--- src/rtl/ofs_plat_hssi_multi_channel_stats.sv ---
`timescale 1ns/1ps
`default_nettype none
// ============================================================================
// Module  : ofs_plat_hssi_multi_channel_stats
// Purpose : Per-channel HSSI AXI-S traffic statistics with saturating counters
//           and a single-outstanding CSR read port.
// Revision: 1.0 - initial release
// ============================================================================
module ofs_plat_hssi_multi_channel_stats #(
  parameter int NUM_CHANNELS  = 4,
  parameter int TDATA_WIDTH   = 64,
  parameter int CNT_WIDTH     = 32,
  parameter int CLEAR_ON_READ = 0
) (
  input  logic                                    clk,
  input  logic                                    reset,
  input  logic [NUM_CHANNELS-1:0]                 rx_tvalid,
  input  logic [NUM_CHANNELS-1:0]                 rx_tlast,
  input  logic [NUM_CHANNELS*TDATA_WIDTH/8-1:0]   rx_tkeep,
  input  logic [NUM_CHANNELS-1:0]                 tx_tvalid,
  input  logic [NUM_CHANNELS-1:0]                 tx_tready,
  input  logic [NUM_CHANNELS-1:0]                 tx_tlast,
  input  logic [NUM_CHANNELS*TDATA_WIDTH/8-1:0]   tx_tkeep,
  input  logic [NUM_CHANNELS-1:0]                 fc_pause,
  input  logic                                    rd_req,
  input  logic [(NUM_CHANNELS > 1 ? $clog2(NUM_CHANNELS) : 1)-1:0] rd_chan,
  input  logic [2:0]                              rd_sel,
  input  logic                                    clr_all,
  output logic                                    rd_ack,
  output logic [CNT_WIDTH-1:0]                    rd_data
);

  localparam int c_KEEP_W        = TDATA_WIDTH / 8;
  localparam int c_CHAN_W        = (NUM_CHANNELS > 1) ? $clog2(NUM_CHANNELS) : 1;
  localparam int c_NUM_SEL       = 6;
  localparam int c_SEL_RX_PKTS   = 0;
  localparam int c_SEL_RX_BYTES  = 1;
  localparam int c_SEL_TX_PKTS   = 2;
  localparam int c_SEL_TX_BYTES  = 3;
  localparam int c_SEL_PAUSE     = 4;
  localparam int c_SEL_FRAME_ERR = 5;

  typedef enum logic [0:0] {
    ST_IDLE   = 1'b0,
    ST_IN_PKT = 1'b1
  } rx_state_t;

  rx_state_t            r_rx_state     [NUM_CHANNELS];
  rx_state_t            w_rx_state_nxt [NUM_CHANNELS];
  logic [CNT_WIDTH-1:0] r_cnt          [NUM_CHANNELS][c_NUM_SEL];
  logic [CNT_WIDTH-1:0] w_inc          [NUM_CHANNELS][c_NUM_SEL];
  logic [CNT_WIDTH-1:0] w_rd_val;
  logic                 r_rd_ack;
  logic [CNT_WIDTH-1:0] r_rd_data;

  function automatic logic [CNT_WIDTH-1:0] popcount(input logic [c_KEEP_W-1:0] keep);
    logic [CNT_WIDTH-1:0] n;
    n = '0;
    for (int i = 0; i < c_KEEP_W; i++) n = n + CNT_WIDTH'(keep[i]);
    return n;
  endfunction

  function automatic logic [CNT_WIDTH-1:0] sat_add(input logic [CNT_WIDTH-1:0] a,
                                                   input logic [CNT_WIDTH-1:0] b);
    logic [CNT_WIDTH:0] sum;
    sum = {1'b0, a} + {1'b0, b};
    return sum[CNT_WIDTH] ? '1 : sum[CNT_WIDTH-1:0];
  endfunction

  // Per-cycle increments and RX framing next state for every channel
  always_comb begin
    for (int c = 0; c < NUM_CHANNELS; c++) begin
      w_rx_state_nxt[c] = r_rx_state[c];
      for (int s = 0; s < c_NUM_SEL; s++) w_inc[c][s] = '0;

      if (rx_tvalid[c]) begin
        w_inc[c][c_SEL_RX_BYTES] = popcount(rx_tkeep[c*c_KEEP_W +: c_KEEP_W]);
        if (rx_tlast[c]) w_inc[c][c_SEL_RX_PKTS] = CNT_WIDTH'(1);
        if ((rx_tkeep[c*c_KEEP_W +: c_KEEP_W] == '0) ||
            ((r_rx_state[c] == ST_IN_PKT) && !rx_tlast[c] &&
             (rx_tkeep[c*c_KEEP_W +: c_KEEP_W] != '1)))
          w_inc[c][c_SEL_FRAME_ERR] = CNT_WIDTH'(1);
        if ((r_rx_state[c] == ST_IDLE) && !rx_tlast[c])
          w_rx_state_nxt[c] = ST_IN_PKT;
        else if ((r_rx_state[c] == ST_IN_PKT) && rx_tlast[c])
          w_rx_state_nxt[c] = ST_IDLE;
      end

      if (tx_tvalid[c] && tx_tready[c]) begin
        w_inc[c][c_SEL_TX_BYTES] = popcount(tx_tkeep[c*c_KEEP_W +: c_KEEP_W]);
        if (tx_tlast[c]) w_inc[c][c_SEL_TX_PKTS] = CNT_WIDTH'(1);
      end

      if (fc_pause[c]) w_inc[c][c_SEL_PAUSE] = CNT_WIDTH'(1);
    end
  end

  always_ff @(posedge clk) begin
    for (int c = 0; c < NUM_CHANNELS; c++) begin
      if (reset) r_rx_state[c] <= ST_IDLE;
      else       r_rx_state[c] <= w_rx_state_nxt[c];
    end
  end

  // Clear-on-read keeps the read cycle's own increment so no event is lost
  always_ff @(posedge clk) begin
    for (int c = 0; c < NUM_CHANNELS; c++) begin
      for (int s = 0; s < c_NUM_SEL; s++) begin
        if (reset || clr_all)
          r_cnt[c][s] <= '0;
        else if ((CLEAR_ON_READ != 0) && rd_req &&
                 (rd_chan == c_CHAN_W'(c)) && (rd_sel == 3'(s)))
          r_cnt[c][s] <= w_inc[c][s];
        else
          r_cnt[c][s] <= sat_add(r_cnt[c][s], w_inc[c][s]);
      end
    end
  end

  // Reserved selectors and out-of-range channels match nothing and read 0
  always_comb begin
    w_rd_val = '0;
    for (int c = 0; c < NUM_CHANNELS; c++) begin
      for (int s = 0; s < c_NUM_SEL; s++) begin
        if ((rd_chan == c_CHAN_W'(c)) && (rd_sel == 3'(s))) w_rd_val = r_cnt[c][s];
      end
    end
  end

  always_ff @(posedge clk) begin
    if (reset) begin
      r_rd_ack  <= 1'b0;
      r_rd_data <= '0;
    end else begin
      r_rd_ack <= rd_req;
      if (rd_req) r_rd_data <= w_rd_val;
    end
  end

  assign rd_ack  = r_rd_ack;
  assign rd_data = r_rd_data;

endmodule
`default_nettype wire

--- config.mk ---
export PLATFORM = sky130hd
export DESIGN_NAME = ofs_plat_hssi_multi_channel_stats
export DESIGN_NICKNAME = d
export VERILOG_FILES = /design/src/rtl/ofs_plat_hssi_multi_channel_stats.sv
export SDC_FILE = /design/constraint.sdc
export NUM_CORES = 2
export LEC_CHECK = 0
export CORE_ASPECT_RATIO = 1.4
export CORE_MARGIN = 3
export CORE_UTILIZATION = 49
export DETAILED_ROUTE_END_ITERATION = 16
export PLACE_DENSITY = 0.76
export RECOVER_POWER = 100
export SETUP_SLACK_MARGIN = 0.02
export SKIP_CTS_REPAIR_TIMING = 1
export SLEW_MARGIN = 25
export SYNTH_ARGS = -nofsm -noshare
export SYNTH_HDL_FRONTEND = slang
export SYNTH_SLANG_ARGS = --single-unit
--- constraint.sdc ---
create_clock -name clk -period 5.71 [get_ports clk]
set_input_delay 0.571 -clock clk [delete_from_list [all_inputs] [get_ports clk]]
set_output_delay 0.571 -clock clk [all_outputs]
set_load 0.03 [all_outputs]
==> flow_summary.ini <==
[synthesis]
syn_nets = 5793
synth_ff_type = dfxtp_1
synth_top_cell_area_share_pct = 35.83
yosysMostFrequentCell = a21oi_1
synth.area.top_cells = dfxtp_1 36%, a21oi_1 9.8%, xor2_1 7.9%
synth_edf_count = 0
postSynthAreaPerCell_um2 = 8.090
async_reset_ff_share_pct = 0
syn-instance-count = 5560
syn_area_mm2 = 0.04498
ys_top_cells_by_count = 883 x a21oi_1, 805 x dfxtp_1, 414 x nand2_1
synth.largest_area_cell = dfxtp_1
synth_cell_type_count = 89
ys_ff_latch = 805
ys.warnings.count = 0
yosysSeqAreaShare_pct = 35.83

[worst_setup_path]
r2r_setup_slack_ns = 2.13
cp-start-kind = input port
r2r_cells = 10
required_ns = 6.22
path_max_fanout = 30
cp.arrival_ns = 5.89
crit_type = in2reg
cp-end-kind = flop
r2r_start = r_cnt[2][96]
worstReg2RegEnd = r_cnt[2][109]

[clock_tree]
insertion_delay_ns = 0.71
cts.sinks = 805
h-tree-depth = 3
path_clk_slew_ns = 0.06
cts_tree = built
numCtsBuffers = 83
clockBufferDepth = 3
root_buffer = clkbuf_16

[worst_hold_path]
holdPathEnd = r_rx_state[3]
hold-path-cell-count = 2
hold_path_startpoint = r_rx_state[3]
hold_class = reg2reg

[die]
start_util_pct = 49.74
io_pins = 130
die_h_um = 364.5
core_mm2 = 0.09044
die_x_um = 262.1
core.rowCount = 130
fp.dieArea_mm2 = 0.09552

[sta]
setup_slack_ns = 0.3299
maxSlewHeadroom_pct = -64.49
finalSetupViolCount = 0
finalSetupTns_ns = 0
period_share_pct = 94.22
rsz0062_at_grt = no
worst_slew_pin_slew_ns = 2.467
finalHoldViolCount = 0
maxSlewViolCount = 577
period_needed_ns = 5.380
fmax_ghz = 0.1859
skew_ns = 0.02569

[global_routing]
gr-total-overflow = 0
grt_usage_pct = 38.81
antenna_found_initial = 8
grt_pass1_vias = 41700
grt_max_degree = 144
grt_pass1_wl_um = 273900

[placed_design]
portBuffers = 129
gp_congestion = 1.094
hpwl_um = 142000
dpl.cell_count = 6696
place_area_mm2 = 0.04759
pre_cts_ws_ns = 0.1228

[power]
vdd_drop_max_uv = 223.8
leakage_nw = 17.84
p_per_area_mw_per_mm2 = 255.3
power_w = 0.01285

[finish]
fin_cells = 6852
num-nets-final = 5832
syn2layout_area_growth_pct = 11.86
multi_input_area_mm2 = 0.02675
ff_latch_area_mm2 = 0.01612
nFillCells = 8443
design_area_mm2 = 0.05032
drive_gt1_share_pct = 5.638

[drt]
drtIter0Drc = 5219
dr.pass1.iters = 6
vias = 44671
routed_via_density = 6.519
wire_per_inst_um = 27.68
detail_route.wirelength_um = 189700
drcViolationCount = 0
ant_nets = 0

[run]
drv_cap = 10

[run_status]
status = complete, but fails checks
violations = max-capacitance violations, max-slew violations
==> cell type report <==
type,count,share of cell area (%)
sequential,805,32.03
tap,1188,2.954
clock buffer,115,4.811
multi-input combinational,4230,53.15
clock inverter,29,0.9449
timing repair buffer,271,4.528
antenna,6,0.02984
inverter,208,1.552
==> logic make-up after synthesis <==
| family | Yosys count | synth area share, % |
|---|---|---|
| AO/OA/AOI/OAI | 1606 | 21.29 |
| XOR/XNOR | 610 | 11.88 |
| AND/OR/NAND/NOR | 1838 | 20.97 |
| adder cells (fa/ha/maj) | 136 | 4.450 |
| flip-flops | 805 | 35.83 |
| multiplexers | 40 | 0.9151 |
| buffers and inverters | 525 | 4.673 |
==> critical path: stages <==
cell	delay, ns
clkbuf_1	1.56
nor3b_1	1.46
clkbuf_1	0.36
nand2_1	0.09
clkbuf_1	0.67
o22ai_1	0.41
nor2_1	0.20
o211ai_1	0.35
o211ai_1	0.17
==> per-stage QoR <==
| step | utilization, % | hold WS (ns) |
|---|---|---|
| 4_1_cts | 55.83 | 0.4272 |
| 5_1_grt | 55.63 | 0.5280 |
| 3_3_place_gp | 52.62 | 0.4814 |
| 3_5_place_dp | 52.62 | 0.4814 |
| 2_1_floorplan | - | 0.4521 |
| 6_report | 55.64 | 0.4926 |
==> metal layers <==
metal  wire length (µm)  vias up  track usage [%]
met5                 13        -                0
met2              86070     2394            61.76
met1              65180    21359            41.13
met4              23500        2            39.28
met3              14920      860            9.129
li1                   -    20056                -
==> how the worst max path moves through the flow <==
stage                 startpoint       endpoint  cells past startpoint
global placement    tx_tkeep[16]   r_cnt[2][91]                     18
global route         rx_tkeep[0]  r_cnt[0][132]                     18
floorplan           tx_tkeep[16]   r_cnt[2][72]                     17
detailed placement  tx_tkeep[16]   r_cnt[2][91]                     18
finish                rd_chan[0]    rd_data[13]                      9
CTS                 tx_tkeep[16]   r_cnt[2][91]                     18
==> cell usage in the layout (no fill, tap or decap), types with 17 or more instances in the layout <==
| cell type | count |
|---|---|
| nand2_1 | 414 |
| and2_1 | 20 |
| nor2_1 | 334 |
| buf_4 | 99 |
| a211oi_1 | 43 |
| a21o_1 | 27 |
| ha_1 | 96 |
| dfxtp_1 | 805 |
| dlygate4sd3_1 | 48 |
| o211a_1 | 27 |
| nand2b_1 | 35 |
| o21a_1 | 21 |
| and3_1 | 191 |
| nand3_1 | 329 |
| nor2b_1 | 59 |
| clkbuf_16 | 86 |
| a221oi_1 | 32 |
| clkdlybuf4s50_1 | 74 |
| inv_1 | 207 |
| nor3_1 | 109 |
| nand4_1 | 150 |
| and4_1 | 55 |
| o211ai_1 | 18 |
| a31oi_1 | 67 |
| o22ai_1 | 69 |
| nor4_1 | 18 |
| a21oi_1 | 901 |
| xnor2_1 | 202 |
| xor2_1 | 408 |
| clkbuf_1 | 44 |
| fa_1 | 40 |
| o21ai_0 | 192 |
| a22oi_1 | 38 |
| o22a_1 | 17 |
| o221ai_1 | 23 |
| mux2i_1 | 31 |
| or2_2 | 22 |
==> flip-flops by register name (all words and copies together), names as in the netlist <==
| signal | flops |
|---|---|
| rd_ack | 1 |
| rd_data | 32 |
| r_rx_state | 4 |
| r_cnt | 768 |
==> power breakdown <==
group	switching, W	internal (W)
registers	0.0000457	0.00566
logic	0.000842	0.000412
clock network	0.00243	0.00346
(Power assumes the default switching activity.)
